==> src/rtl/mc_controller_pkg.sv <==
// Shared encodings, state enum and decoded-instruction payload for the multi-cycle MIPS controller.
package mc_controller_pkg;

  localparam int unsigned STATE_WIDTH = 3;
  localparam int unsigned OP_W        = 6;
  localparam int unsigned FLAG_W      = 32;
  localparam int unsigned SEL_W       = 2;
  localparam int unsigned ALUOP_W     = 3;

  localparam int unsigned FLAG_BIT_ZERO     = 0;
  localparam int unsigned FLAG_BIT_OVERFLOW = 1;

  typedef enum logic [STATE_WIDTH-1:0] {
    STATE_FETCH  = 3'd0,
    STATE_DECODE = 3'd1,
    STATE_EXEC   = 3'd2,
    STATE_MEM    = 3'd3,
    STATE_WB     = 3'd4
  } state_t;

  localparam logic [OP_W-1:0] OPCODE_RTYPE = 6'h00;
  localparam logic [OP_W-1:0] OPCODE_J     = 6'h02;
  localparam logic [OP_W-1:0] OPCODE_JAL   = 6'h03;
  localparam logic [OP_W-1:0] OPCODE_BEQ   = 6'h04;
  localparam logic [OP_W-1:0] OPCODE_ADDI  = 6'h08;
  localparam logic [OP_W-1:0] OPCODE_ADDIU = 6'h09;
  localparam logic [OP_W-1:0] OPCODE_ORI   = 6'h0d;
  localparam logic [OP_W-1:0] OPCODE_LUI   = 6'h0f;
  localparam logic [OP_W-1:0] OPCODE_LW    = 6'h23;
  localparam logic [OP_W-1:0] OPCODE_SW    = 6'h2b;

  localparam logic [OP_W-1:0] FUNCT_JR   = 6'h08;
  localparam logic [OP_W-1:0] FUNCT_ADDU = 6'h21;
  localparam logic [OP_W-1:0] FUNCT_SUBU = 6'h23;
  localparam logic [OP_W-1:0] FUNCT_SLT  = 6'h2a;

  localparam logic [SEL_W-1:0] REGDST_RT  = 2'd0;
  localparam logic [SEL_W-1:0] REGDST_RD  = 2'd1;
  localparam logic [SEL_W-1:0] REGDST_RET = 2'd2;
  localparam logic [SEL_W-1:0] REGDST_ZZ  = 2'd3;

  localparam logic [SEL_W-1:0] MEM2REG_ALU = 2'd0;
  localparam logic [SEL_W-1:0] MEM2REG_RAM = 2'd1;
  localparam logic [SEL_W-1:0] MEM2REG_RET = 2'd2;
  localparam logic [SEL_W-1:0] MEM2REG_ZZ  = 2'd3;

  // All four selects are live, so the idle value aliases PC+4 (harmless while PCWr is low).
  localparam logic [SEL_W-1:0] NPC_SEL_PC_ADD_4 = 2'd0;
  localparam logic [SEL_W-1:0] NPC_SEL_BEQ_JMP  = 2'd1;
  localparam logic [SEL_W-1:0] NPC_SEL_J_JMP    = 2'd2;
  localparam logic [SEL_W-1:0] NPC_SEL_REG_JMP  = 2'd3;
  localparam logic [SEL_W-1:0] NPC_SEL_ZZ       = 2'd0;

  localparam logic [SEL_W-1:0] EXT_OP_ZERO = 2'd0;
  localparam logic [SEL_W-1:0] EXT_OP_SIGN = 2'd1;
  localparam logic [SEL_W-1:0] EXT_OP_HIGH = 2'd2;
  localparam logic [SEL_W-1:0] EXT_OP_ZZ   = 2'd3;

  localparam logic ALU_SRC_REG = 1'b0;
  localparam logic ALU_SRC_IMM = 1'b1;
  localparam logic ALU_SRC_ZZ  = 1'b0;

  localparam logic [ALUOP_W-1:0] ALU_OP_ADD  = 3'd0;
  localparam logic [ALUOP_W-1:0] ALU_OP_SUB  = 3'd1;
  localparam logic [ALUOP_W-1:0] ALU_OP_OR   = 3'd2;
  localparam logic [ALUOP_W-1:0] ALU_OP_LESS = 3'd3;
  localparam logic [ALUOP_W-1:0] ALU_OP_ZZ   = 3'd7;

  typedef struct packed {
    logic addu;
    logic subu;
    logic slt;
    logic jr;
    logic addiu;
    logic addi;
    logic ori;
    logic lui;
    logic lw;
    logic sw;
    logic beq;
    logic j;
    logic jal;
  } instr_t;

endpackage

==> src/rtl/mc_decode.sv <==
// Combinational instruction classifier: opcode/funct to one-hot class plus illegal flag.
module mc_decode
  import mc_controller_pkg::*;
(
  input  logic [OP_W-1:0] opcode,
  input  logic [OP_W-1:0] funct,
  output instr_t          cls_c,
  output logic            illegal_c
);

  always_comb begin
    cls_c = '0;
    case (opcode)
      OPCODE_RTYPE: begin
        case (funct)
          FUNCT_ADDU: cls_c.addu = 1'b1;
          FUNCT_SUBU: cls_c.subu = 1'b1;
          FUNCT_SLT:  cls_c.slt  = 1'b1;
          FUNCT_JR:   cls_c.jr   = 1'b1;
          default: ;
        endcase
      end
      OPCODE_J:     cls_c.j     = 1'b1;
      OPCODE_JAL:   cls_c.jal   = 1'b1;
      OPCODE_BEQ:   cls_c.beq   = 1'b1;
      OPCODE_ADDI:  cls_c.addi  = 1'b1;
      OPCODE_ADDIU: cls_c.addiu = 1'b1;
      OPCODE_ORI:   cls_c.ori   = 1'b1;
      OPCODE_LUI:   cls_c.lui   = 1'b1;
      OPCODE_LW:    cls_c.lw    = 1'b1;
      OPCODE_SW:    cls_c.sw    = 1'b1;
      default: ;
    endcase
    illegal_c = (cls_c == '0);
  end

endmodule

==> src/rtl/mc_controller.sv <==
// Multi-cycle MIPS sequencer (FETCH/DECODE/EXEC/MEM/WB) driving the shared datapath control set.
// Optional MC_CTRL_MEM_WAIT_EN adds mem_rdy and stalls FETCH/MEM until the RAM is ready.
module mc_controller
  import mc_controller_pkg::*;
(
  input  logic                   clk,
  input  logic                   rst_n,
  input  logic [OP_W-1:0]        opcode,
  input  logic [OP_W-1:0]        funct,
  input  logic [FLAG_W-1:0]      NFlag,
`ifdef MC_CTRL_MEM_WAIT_EN
  input  logic                   mem_rdy,
`endif
  output logic                   IRWr,
  output logic                   PCWr,
  output logic [SEL_W-1:0]       RegDst,
  output logic                   ALUSrc,
  output logic [SEL_W-1:0]       Mem2Reg,
  output logic                   RegWr,
  output logic                   MemWr,
  output logic [SEL_W-1:0]       NPCSel,
  output logic [SEL_W-1:0]       EXTOp,
  output logic [ALUOP_W-1:0]     ALUOp,
  output logic                   FlagOp,
  output logic                   illegal,
  output logic [STATE_WIDTH-1:0] state
);

  state_t state_q, state_d;
  instr_t cls;
  logic   dec_illegal;
  logic   rdy;
  logic   zero_flag, ovf_flag;
  logic   rtype_alu, imm_src;
  logic   unused_flags;

`ifdef MC_CTRL_MEM_WAIT_EN
  assign rdy = mem_rdy;
`else
  assign rdy = 1'b1;
`endif

  assign zero_flag    = NFlag[FLAG_BIT_ZERO];
  assign ovf_flag     = NFlag[FLAG_BIT_OVERFLOW];
  assign unused_flags = ^NFlag;
  assign rtype_alu    = cls.addu | cls.subu | cls.slt;
  assign imm_src      = cls.addiu | cls.addi | cls.ori | cls.lui | cls.lw | cls.sw;
  assign state        = state_q;

  mc_decode u_decode (
    .opcode    (opcode),
    .funct     (funct),
    .cls_c     (cls),
    .illegal_c (dec_illegal)
  );

  always_ff @(posedge clk or negedge rst_n) begin
    if (!rst_n) state_q <= STATE_FETCH;
    else        state_q <= state_d;
  end

  // Next state and Moore outputs; everything idles while reset is held.
  always_comb begin
    state_d = STATE_FETCH;
    IRWr    = 1'b0;
    PCWr    = 1'b0;
    RegDst  = REGDST_ZZ;
    ALUSrc  = ALU_SRC_ZZ;
    Mem2Reg = MEM2REG_ZZ;
    RegWr   = 1'b0;
    MemWr   = 1'b0;
    NPCSel  = NPC_SEL_ZZ;
    EXTOp   = EXT_OP_ZZ;
    ALUOp   = ALU_OP_ZZ;
    FlagOp  = 1'b0;
    illegal = 1'b0;
    if (rst_n) begin
      case (state_q)
        STATE_FETCH: begin
          IRWr    = 1'b1;
          state_d = rdy ? STATE_DECODE : STATE_FETCH;
        end
        STATE_DECODE: begin
          if (cls.j || cls.jal) begin
            PCWr   = 1'b1;
            NPCSel = NPC_SEL_J_JMP;
          end
          if (cls.jal) begin
            RegWr   = 1'b1;
            RegDst  = REGDST_RET;
            Mem2Reg = MEM2REG_RET;
          end
          if (cls.jr) begin
            PCWr   = 1'b1;
            NPCSel = NPC_SEL_REG_JMP;
          end
          if (dec_illegal) begin
            PCWr    = 1'b1;
            NPCSel  = NPC_SEL_PC_ADD_4;
            illegal = 1'b1;
          end
          if (!(cls.j || cls.jal || cls.jr || dec_illegal)) state_d = STATE_EXEC;
        end
        STATE_EXEC: begin
          ALUSrc = imm_src ? ALU_SRC_IMM : ALU_SRC_REG;
          if (cls.addiu || cls.addi || cls.lw || cls.sw || cls.beq) EXTOp = EXT_OP_SIGN;
          else if (cls.ori)                                        EXTOp = EXT_OP_ZERO;
          else if (cls.lui)                                        EXTOp = EXT_OP_HIGH;
          if (cls.subu || cls.beq)     ALUOp = ALU_OP_SUB;
          else if (cls.ori || cls.lui) ALUOp = ALU_OP_OR;
          else if (cls.slt)            ALUOp = ALU_OP_LESS;
          else                         ALUOp = ALU_OP_ADD;
          FlagOp = cls.addi;
          if (cls.beq) begin
            PCWr    = 1'b1;
            NPCSel  = zero_flag ? NPC_SEL_BEQ_JMP : NPC_SEL_PC_ADD_4;
            state_d = STATE_FETCH;
          end else if (cls.lw || cls.sw) begin
            state_d = STATE_MEM;
          end else begin
            state_d = STATE_WB;
          end
        end
        STATE_MEM: begin
          MemWr   = cls.sw;
          state_d = STATE_MEM;
          if (rdy) begin
            if (cls.sw) begin
              PCWr    = 1'b1;
              NPCSel  = NPC_SEL_PC_ADD_4;
              state_d = STATE_FETCH;
            end else begin
              state_d = STATE_WB;
            end
          end
        end
        STATE_WB: begin
          // Signed add that overflowed must leave the register file untouched.
          RegWr   = !(cls.addi && ovf_flag);
          RegDst  = rtype_alu ? REGDST_RD : REGDST_RT;
          Mem2Reg = cls.lw ? MEM2REG_RAM : MEM2REG_ALU;
          PCWr    = 1'b1;
          NPCSel  = NPC_SEL_PC_ADD_4;
          state_d = STATE_FETCH;
        end
        default: state_d = STATE_FETCH;
      endcase
    end
  end

endmodule

==> config.mk <==
export PLATFORM = sky130hd
export DESIGN_NAME = mc_controller
export DESIGN_NICKNAME = d
export VERILOG_FILES = /design/src/rtl/mc_controller_pkg.sv /design/src/rtl/mc_decode.sv /design/src/rtl/mc_controller.sv
export SDC_FILE = /design/constraint.sdc
export NUM_CORES = 1
export LEC_CHECK = 0
export ABC_AREA = 1
export CAP_MARGIN = 10
export CORE_UTILIZATION = 25
export DETAILED_ROUTE_END_ITERATION = 10
export GPL_ROUTABILITY_DRIVEN = 0
export PLACE_DENSITY = 0.88
export SLEW_MARGIN = 40
export SYNTH_ARGS = -nofsm -noshare
export SYNTH_HDL_FRONTEND = slang
export SYNTH_SLANG_ARGS = --single-unit
==> constraint.sdc <==
create_clock -name clk -period 1.3 [get_ports clk]
set_input_delay 0.195 -clock clk [delete_from_list [all_inputs] [get_ports clk]]
set_output_delay 0.195 -clock clk [all_outputs]
set_load 0.05 [all_outputs]
==> metrics, run 1 <==
CTS Buf Count=3; Root Buffer=clkbuf_4; Final min period=1.92 ns; Final ANT Viol Nets=0; # rows=17; slowest CP cell=dfrtp_2; final worst setup slack=-0.624 ns; worst-margin pin slew=0.326 ns; failing checks=negative setup slack; DRC Markers=0; Cell Area, Synth=621 um2; DP Area=roughly 0.0016 mm2; largest net degree at the start of global routing=8; via count=around 1200; initial antenna violation count=0; post-DP HPWL=2.22 mm; post-layout util=82.2%; later-pin clock latency in the skew report=0.24 ns; kind of critical path=reg2out; Synth Flop Type=dfrtp_1; #FFs+latches synth=3; Hold Violations, Final=0; grt ovf=0; Final Max Slew Viols=0; CTS Buffer Depth=2; Worst path max stage delay=0.43 ns; nature of the critical path endpoint=output pin; Die W=51.8 um; post-synth top area share=approximately 12%; CTS Sinks=3; Ys Warns=0; Max FO, Critical Path=3; CTS clk-pin slew, worst paths=0.04 ns; share of cells above drive strength 1=67.2%; Final #Nets=248; fill cell count=124; Worst slew margin=78.2%; fmax=520 MHz; first-pass GRT wire length=5.70 mm; die area=0.00269 mm2; WP data required=1.11 ns; Vert. Die Dim=approximately 52 um; final wirelength=approximately 4.0 mm; post-synthesis average cell area=~5.7 um2; Post-synth EDFFs=0; CP cell instances=nor3_4, inv_2, nor2_4, nand4_1, nor2_2, a21oi_2, buf_6; Leak=0.867 nW; RSZ-0062 raised after global routing=yes; fin area=around 0.0019 mm2; Setup-failing EPs final=21; Cell Pwr Density=around 350 mW/mm2; net count after synthesis=154; core region area=0.00228 mm2; Max Clock Skew=roughly 0.0035 ns; drt initial violations=46; Fin Setup TNS=-9.87 ns; Worst setup SP type=flop; most common cell after layout, fill and taps aside=buf_4; routed via count divided by cell count=roughly 5.4; Area growth syn-to-layout=202%; crit path DAT=1.73 ns; number of H-tree levels=1; fin crit share=148%; Multi-input gate area=666 um2; Sequential Area=78.8 um2; status=finished, violations left; CTS tree=yes; Max Cap Viol=0; first-pass iteration count of the detailed router=4; maximum VDD drop=0.358 mV; max reg flops=3; Overall Global Routing Usage=29.8%; vias in the first global route=1209; I/O Buffers=36; Synth area leaders=dfrtp_1 (12%), nand2_1 (11%), inv_1 (10%); ANT cells=0; Distinct cells, synth=28; Routed WL per cell=17.6 um; starting density of the core=27.3%; cell taking the most area after synthesis=dfrtp_1; min-delay worst type=in2async; ys async rst share=100%; Post-Syn Instances=108; Ports=67; most frequent cells in the layout=buf_4 (45), buf_12 (19), nand2_1 (16), inv_2 (11), buf_6 (11); sequential area share after synthesis=12.1%
## synth_stat cells, drive strengths merged, types with 2 or more instances
library cell / instances
nand4: 5
nand2: 23
nor2: 23
nor3: 4
a21oi: 7
inv: 22
nand3: 10
o21ai: 2
dfrtp: 3
## final timing paths
| kind | start | endpoint | slack (ns) | cells after the start |
|---|---|---|---|---|
| max | state[0]$_DFF_PN0_ | EXTOp[1] | -0.62 | 7 |
| min | rst_n | state[0]$_DFF_PN0_ | 0.26 | 2 |
| max reg2reg | state[0]$_DFF_PN0_ | state[0]$_DFF_PN0_ | 0.04 | 4 |
| min reg2reg | state[2]$_DFF_PN0_ | state[2]$_DFF_PN0_ | 0.74 | 4 |
| max in group asynchronous | rst_n | state[2]$_DFF_PN0_ | 0.93 | 2 |
| min in group clk | opcode[2] | state[1]$_DFF_PN0_ | 0.68 | 6 |
## critical path: cells and delay by family (launching register included)
family                 cells  cell delay [ns]
DFF                        1             0.43
buffers and inverters      2             0.23
and+or+nand+nor            4             0.75
AOI/OAI and AO/OA          1             0.06
## timing repair
| action | in CTS | in global routing |
|---|---|---|
| buffers inserted | 13 | 7 |
| pin swaps | 21 | 12 |
| resized for setup | 41 | 12 |
| hold buffers | 0 | 0 |
| endpoints found under the setup margin | 20 | 19 |
| hold endpoints to repair | 0 | 0 |
## cell type report
cell class | count | share of cell area [%]
inverters | 23 | 4.81
repair buffers | 90 | 52.1
well taps | 28 | 1.87
multi-input cells | 81 | 35.6
flip-flops and latches | 3 | 4.21
clock buffers | 4 | 1.40
## through the flow
stage / hold WS [ns] / instances / power (W) / worst slack [ns]
6_report: 0.258 / 229 / 0.000656 / -0.624
5_1_grt: 0.266 / 229 / 0.000686 / -0.735
4_1_cts: 0.250 / 222 / 0.000626 / -0.543
3_5_place_dp: 0.500 / 206 / 0.000436 / -0.680
3_3_place_gp: 0.492 / 206 / 0.000423 / -0.601
2_1_floorplan: -0.101 / 108 / 0.000243 / -0.845
## metal layers
metal / global-route usage, % / up-vias / wire length [um]
li1: - / 543 / -
met4: 21.6 / 0 / 308
met5: 0 / - / 0
met2: 55.1 / 90 / 2190
met3: 4.68 / 38 / 257
met1: 29.5 / 567 / 1270
## cells by family after synthesis
kind of cell | Yosys count | share of synthesized area, %
DFF | 3 | 12.1
buffers and inverters | 24 | 15.1
and+or+nand+nor | 68 | 59.1
AOI/OAI and AO/OA | 13 | 13.7
## where the power goes
part           internal, W  leakage (nW)  switching [W]
clock             0.000116        0.0150      0.0000580
sequential       0.0000981        0.0358     0.00000603
combinational     0.000172         0.816       0.000206
No activity file was read; power rests on OpenSTA's default activity.
==> run 2: changes to the inputs <==
--- a/config.mk
+++ b/config.mk
@@ -11,6 +11,7 @@
 export DETAILED_ROUTE_END_ITERATION = 10
 export GPL_ROUTABILITY_DRIVEN = 0
 export PLACE_DENSITY = 0.88
+export SETUP_SLACK_MARGIN = 0.05
 export SLEW_MARGIN = 40
 export SYNTH_ARGS = -nofsm -noshare
 export SYNTH_HDL_FRONTEND = slang
==> run 2 against run 1 <==
Against the previous run: the run still ends with negative setup slack left; flip-flop and latch count unchanged; non-clock buffer count increased by 2; clock power increased by 7%; global-route usage decreased by 0.81 points; worst hold slack improved by 0.13 ns; power increased by 3.7%; die area unchanged; cell area increased by 2.3%; wire length decreased by 4.1%; clock skew increased by 0.0087 ns; register-to-register slack got worse by 0.62 ns; largest power group unchanged.
==> metrics, run 2 (synthesis gave the netlist of run 1 again) <==
Ports=67 (unchanged); most common cell after layout, fill and taps aside=buf_4; dpl cells=208 (+0.97%); share of cells above drive strength 1=72.9% (+5.7 points); Worst slew margin=75.6% (-2.6 points); vias in the first global route=1252 (+3.6%); CTS tree=yes; grt ovf=0 (unchanged); CTS Sinks=3 (unchanged); via count=1212 (-2.1%); Root Buffer=clkbuf_4; slowest CP cell=dfrtp_2; starting density of the core=27.3% (unchanged); CTS clk-pin slew, worst paths=0.05 ns (about the same); I/O Buffers=36 (unchanged); fin crit share=154% (+5.6 points); Leak=0.871 nW (+0.39%); DRC Markers=0 (unchanged); fmax=501 MHz (-3.7%); Final min period=2.00 ns (+0.0734 ns); nature of the critical path endpoint=output pin; worst-margin pin slew=0.363 ns (+0.0373 ns); largest net degree at the start of global routing=7 (-1); kind of critical path=reg2out; Final ANT Viol Nets=0 (unchanged); power consumption=0.000680 W (+3.7%); first-pass GRT wire length=5.59 mm (-1.9%); # rows=17 (unchanged); Max Clock Skew=0.0122 ns (+0.00872 ns); core region area=0.00228 mm2 (unchanged); later-pin clock latency in the skew report=0.25 ns (about the same); failing checks=negative setup slack; Overall Global Routing Usage=29.0% (-0.81 points); Cell Pwr Density=355 mW/mm2 (+1.3%); fill cell count=113 (-8.9%); CTS Buf Count=3 (unchanged); Max Cap Viol=0 (unchanged); final worst setup slack=-0.697 ns (-0.0734 ns); ANT cells=0 (unchanged); Final #Nets=250 (+0.81%); post-DP HPWL=2.28 mm (+2.4%); Final Max Slew Viols=0 (unchanged); crit path buf inv count=3 (+1); final wirelength=3.87 mm (-4.1%); maximum VDD drop=0.323 mV (-9.8%); routed via count divided by cell count=5.25 (-2.9%); first-pass iteration count of the detailed router=4 (unchanged); Sequential Area=78.8 um2 (unchanged); CP cell instances=nor3_4, inv_2, nor2_4, inv_2, nor4_4, buf_12; status=finished, violations left; initial antenna violation count=0 (unchanged); Worst setup SP type=flop; Vert. Die Dim=51.8 um (unchanged); Worst path max stage delay=0.45 ns (+0.02 ns); Hold Violations, Final=0 (unchanged); Max FO, Critical Path=5 (+2); Routed WL per cell=16.7 um (-4.9%); most frequent cells in the layout=buf_4 (47), buf_12 (19), nand2_1 (15), buf_6 (11); drt initial violations=32 (-30%); WP data required=1.11 ns (about the same); CP dominant cell by count=inv_2; Multi-input gate area=681 um2 (+2.3%); min-delay worst type=in2async; RSZ-0062 raised after global routing=yes; number of H-tree levels=1 (unchanged); family with the most delay on the worst path=simple AND/OR/NAND/NOR gates; Die W=51.8 um (unchanged); Setup-failing EPs final=20 (-4.8%); CTS Buffer Depth=2 (unchanged); max reg flops=3 (unchanged); die area=0.00269 mm2 (unchanged); hold buffers post-CTS=0 (unchanged); Non-Filler Instances=231 (+0.87%); crit path DAT=1.80 ns (+0.07 ns); Area growth syn-to-layout=209%
## run 2: cell type report
cell class,count,area share [%]
inverter,23,4.83
multi-input combinational,81,35.5
tap,28,1.83
clock buffer,4,1.37
timing repair buffer,92,52.3
sequential,3,4.11
## run 2: worst paths after layout
path / from / endpoint / slack (ns) / depth (start not counted)
min reg2reg: state[2]$_DFF_PN0_ / state[2]$_DFF_PN0_ / 0.68 / 3
min in group clk: opcode[4] / state[2]$_DFF_PN0_ / 0.44 / 5
max: state[0]$_DFF_PN0_ / FlagOp / -0.70 / 6
max in group asynchronous: rst_n / state[2]$_DFF_PN0_ / 0.79 / 3
min: rst_n / state[1]$_DFF_PN0_ / 0.39 / 3
max reg2reg: state[0]$_DFF_PN0_ / state[0]$_DFF_PN0_ / -0.58 / 9
## run 2: worst register-to-register path, cell delays in order, from the launching register on
cell	delay, ns
dfrtp_2	0.45
nor3_4	0.27
inv_2	0.11
buf_4	0.16
buf_6	0.11
buf_6	0.10
buf_6	0.11
buf_6	0.10
or2_4	0.25
a21oi_4	0.15
## run 2: per-layer routing
metal | share of wire, % | vias to the layer above | global-route usage [%]
met2 | 53 | 73 | 59.0
met1 | 35 | 574 | 26.8
li1 | - | 541 | -
met4 | 6.7 | 0 | 17.6
met5 | 0 | - | 0
met3 | 4.4 | 24 | 2.63
## run 2: through the flow
stage | area [um2] | setup slack, ns | hold WS [ns] | TNS (ns) | util [%]
floorplan | 728 | -0.845 | -0.101 | -6.35 | -
global placement | 1580 | -0.605 | 0.597 | -8.91 | 69.4
detailed placement | 1580 | -0.687 | 0.607 | -9.89 | 69.4
CTS | 1810 | -0.573 | 0.348 | -9.08 | 79.7
global route | 1920 | -0.717 | 0.396 | -11.65 | 84.2
finish | 1920 | -0.697 | 0.387 | -10.95 | 84.2
## run 2: report_power, final
| group | internal (W) | leakage [nW] | switching, W | total [W] |
|---|---|---|---|---|
| clock | 0.000116 | 0.0150 | 0.0000692 | 0.000186 |
| sequential | 0.0000978 | 0.0358 | 0.00000764 | 0.000105 |
| combinational | 0.000180 | 0.820 | 0.000209 | 0.000389 |
| total | 0.000394 | 0.871 | 0.000286 | 0.000680 |
## run 2: timing repair
action                     4_1_cts  5_1_grt
buffers inserted                14        7
gates resized for setup         56       14
pin swaps                       15       14
setup endpoints to repair       21       21
==> run 3: changes to the inputs <==
--- a/config.mk
+++ b/config.mk
@@ -6,11 +6,12 @@
 export NUM_CORES = 1
 export LEC_CHECK = 0
 export ABC_AREA = 1
-export CAP_MARGIN = 10
-export CORE_UTILIZATION = 25
+export CAP_MARGIN = 15
+export CORE_UTILIZATION = 28
 export DETAILED_ROUTE_END_ITERATION = 10
 export GPL_ROUTABILITY_DRIVEN = 0
-export PLACE_DENSITY = 0.88
+export GPL_TIMING_DRIVEN = 1
+export PLACE_DENSITY = 0.92
 export SETUP_SLACK_MARGIN = 0.05
 export SLEW_MARGIN = 40
 export SYNTH_ARGS = -nofsm -noshare
==> constraint.sdc (replaced) <==
create_clock -name clk -period 2.1 [get_ports clk]
set_input_delay 0.315 -clock clk [delete_from_list [all_inputs] [get_ports clk]]
set_output_delay 0.315 -clock clk [all_outputs]
set_load 0.05 [all_outputs]
==> run 3 against run 2 <==
Against the previous run: the flow still finishes with violations (negative setup slack); die area fell by 10%; sequential power is 38% lower; sequential share of layout area rose by 0.82 points; flip-flop and latch count did not move; critical endpoint is now ALUOp[0]; largest cell class unchanged; highest routed layer unchanged.
==> metrics, run 3 (synthesis gave the netlist of run 1 again) <==
status=finished, violations left; failing checks=negative setup slack; routed via count divided by cell count=4.99 (-4.9%); vias in the first global route=1041 (-17%); Max FO, Critical Path=4 (-1); nature of the critical path endpoint=output pin; fin crit share=100%; DRC Markers=0 (unchanged); kind of critical path=in2out; WP data required=1.78 ns (+0.67 ns); final wirelength=3.35 mm (-13%); share of cells above drive strength 1=59.6% (-13 points); fmax=475 MHz; most frequent cells in the layout=buf_4 (43), nand2_1 (17), buf_12 (16), inv_1 (14), nor2_1 (10); CTS Buffer Depth=2 (unchanged); min-delay worst type=in2async; I/O Buffers=36 (unchanged); fin area=0.00160 mm2 (-17%); first-pass GRT wire length=4.46 mm (-20%); Seq pwr share=17.4% (+1.9 points); Final #Nets=235 (-6.0%); via count=1073 (-11%); Vert. Die Dim=49.1 um (-5.3%); Ports=67 (unchanged); RSZ-0062 raised after global routing=yes; Die W=49.1 um (-5.3%); Max Cap Viol=0 (unchanged); most common cell after layout, fill and taps aside=buf_4; first-pass iteration count of the detailed router=4 (unchanged); Sw Ratio=39.9% (-2.1 points); final worst setup slack=-0.00513 ns (+0.692 ns); Routed WL per cell=15.6 um (-7.0%); die area=0.00241 mm2 (-10%); max reg flops=3 (unchanged); Hold Worst Slack=0.445 ns (+0.0579 ns); Area growth syn-to-layout=157%; grt ovf=0 (unchanged); maximum VDD drop=0.247 mV (-24%); starting density of the core=30.7% (+3.4 points); Internal Power=0.000225 W (-43%); Overall Global Routing Usage=23.8% (-5.2 points); Final ANT Viol Nets=0 (unchanged); CTS Sinks=3 (unchanged); CTS Buf Count=3 (unchanged); Worst slew margin=66.3% (-9.3 points); Cell Pwr Density=234 mW/mm2 (-34%); # rows=16 (-1); Leak=0.767 nW (-12%); core region area=0.00202 mm2 (-11%); later-pin clock latency in the skew report=0.24 ns (about the same); sw power=0.000149 W (-48%); post-DP HPWL=2.02 mm (-11%); initial antenna violation count=0 (unchanged); largest net degree at the start of global routing=8 (+1); Final Max Slew Viols=0 (unchanged); Worst setup SP type=input port; Non-Filler Instances=215 (-6.9%); crit path DAT=1.79 ns (about the same); combinational power share=54.2% (-3.0 points); dpl cells=194 (-6.7%); drt initial violations=19 (-41%); number of H-tree levels=1 (unchanged); CTS tree=yes; CTS clk-pin slew, worst paths=0.05 ns (about the same); Final min period=2.11 ns; Max Clock Skew=0.00999 ns (-0.00222 ns); Setup-failing EPs final=2 (-90%); DP Area=0.00138 mm2 (-12%); Root Buffer=clkbuf_4; worst-margin pin slew=0.504 ns (+0.141 ns); Hold Violations, Final=0 (unchanged); Clk pwr share=28.5% (+1.2 points); ANT cells=0 (unchanged)
-- run 3: cell count changes in the layout (fill, tap and decap cells not counted), sizes merged, moves of 2 or more --
cell and change:
buf -19, clkbuf +2, clkdlybuf4s15 -4, clkdlybuf4s50 +3
dlygate4sd2 +2, inv +2
-- run 3: stage by stage --
stage          setup slack (ns)  setup TNS [ns]  total power [W]  utilization (%)
2_1_floorplan            -0.196          -0.307         0.000140                -
6_report               -0.00513        -0.00581         0.000374             79.0
3_5_place_dp             -0.178          -0.767         0.000240             68.4
4_1_cts                0.000671               0         0.000351             72.4
5_1_grt                 -0.0437          -0.104         0.000395             79.0
3_3_place_gp             -0.131          -0.333         0.000234             68.4
-- run 3: routing by layer --
metal,GRT usage [%],part of all wire [%]
met3,4.98,5.2
met2,42.9,53
met1,24.6,38
met5,0,0
met4,15.2,3.2
-- run 3: worst max-delay path, stage by stage --
cell and delay, ns:
clkdlybuf4s15_1 0.25, nor2_2 0.23, nand4_1 0.30, buf_4 0.24, buf_4 0.13, o2111ai_1 0.14, buf_12 0.18
-- run 3: final timing paths --
kind / cells past startpoint / end / slack [ns] / startpoint
setup / recovery: 7 / ALUOp[0] / -0.005 / opcode[0]
hold / removal: 2 / state[2]$_DFF_PN0_ / 0.44 / rst_n
setup reg to reg: 5 / state[0]$_DFF_PN0_ / 0.83 / state[1]$_DFF_PN0_
hold reg to reg: 3 / state[0]$_DFF_PN0_ / 0.69 / state[1]$_DFF_PN0_
max in group asynchronous: 2 / state[1]$_DFF_PN0_ / 1.53 / rst_n
min in group clk: 5 / state[2]$_DFF_PN0_ / 0.59 / opcode[4]
-- run 3: timing repair --
item	4_1_cts	5_1_grt
hold buffers	0	0
endpoints found under the hold margin	0	0
pin swaps	9	13
setup buffers	5	12
gates resized for setup	19	22
endpoints found under the setup margin	10	10
-- run 3: cell type report --
cell class / count / area [um2]
repair buffers: 77 / 807
multi-input cells: 81 / 566
fillers: 123 / 424
inverters: 23 / 86.3
flip-flops and latches: 3 / 78.8
well taps: 27 / 33.8
clock buffers: 4 / 26.3
-- run 3: power groups by stage --
stage / clock [W] / sequential, W / combinational [W]
2_1_floorplan: 0 / 0.0000720 / 0.0000680
3_3_place_gp: 0 / 0.0000642 / 0.000170
3_5_place_dp: 0 / 0.0000647 / 0.000176
4_1_cts: 0.000112 / 0.0000638 / 0.000175
5_1_grt: 0.000117 / 0.0000652 / 0.000213
6_report: 0.000107 / 0.0000649 / 0.000203
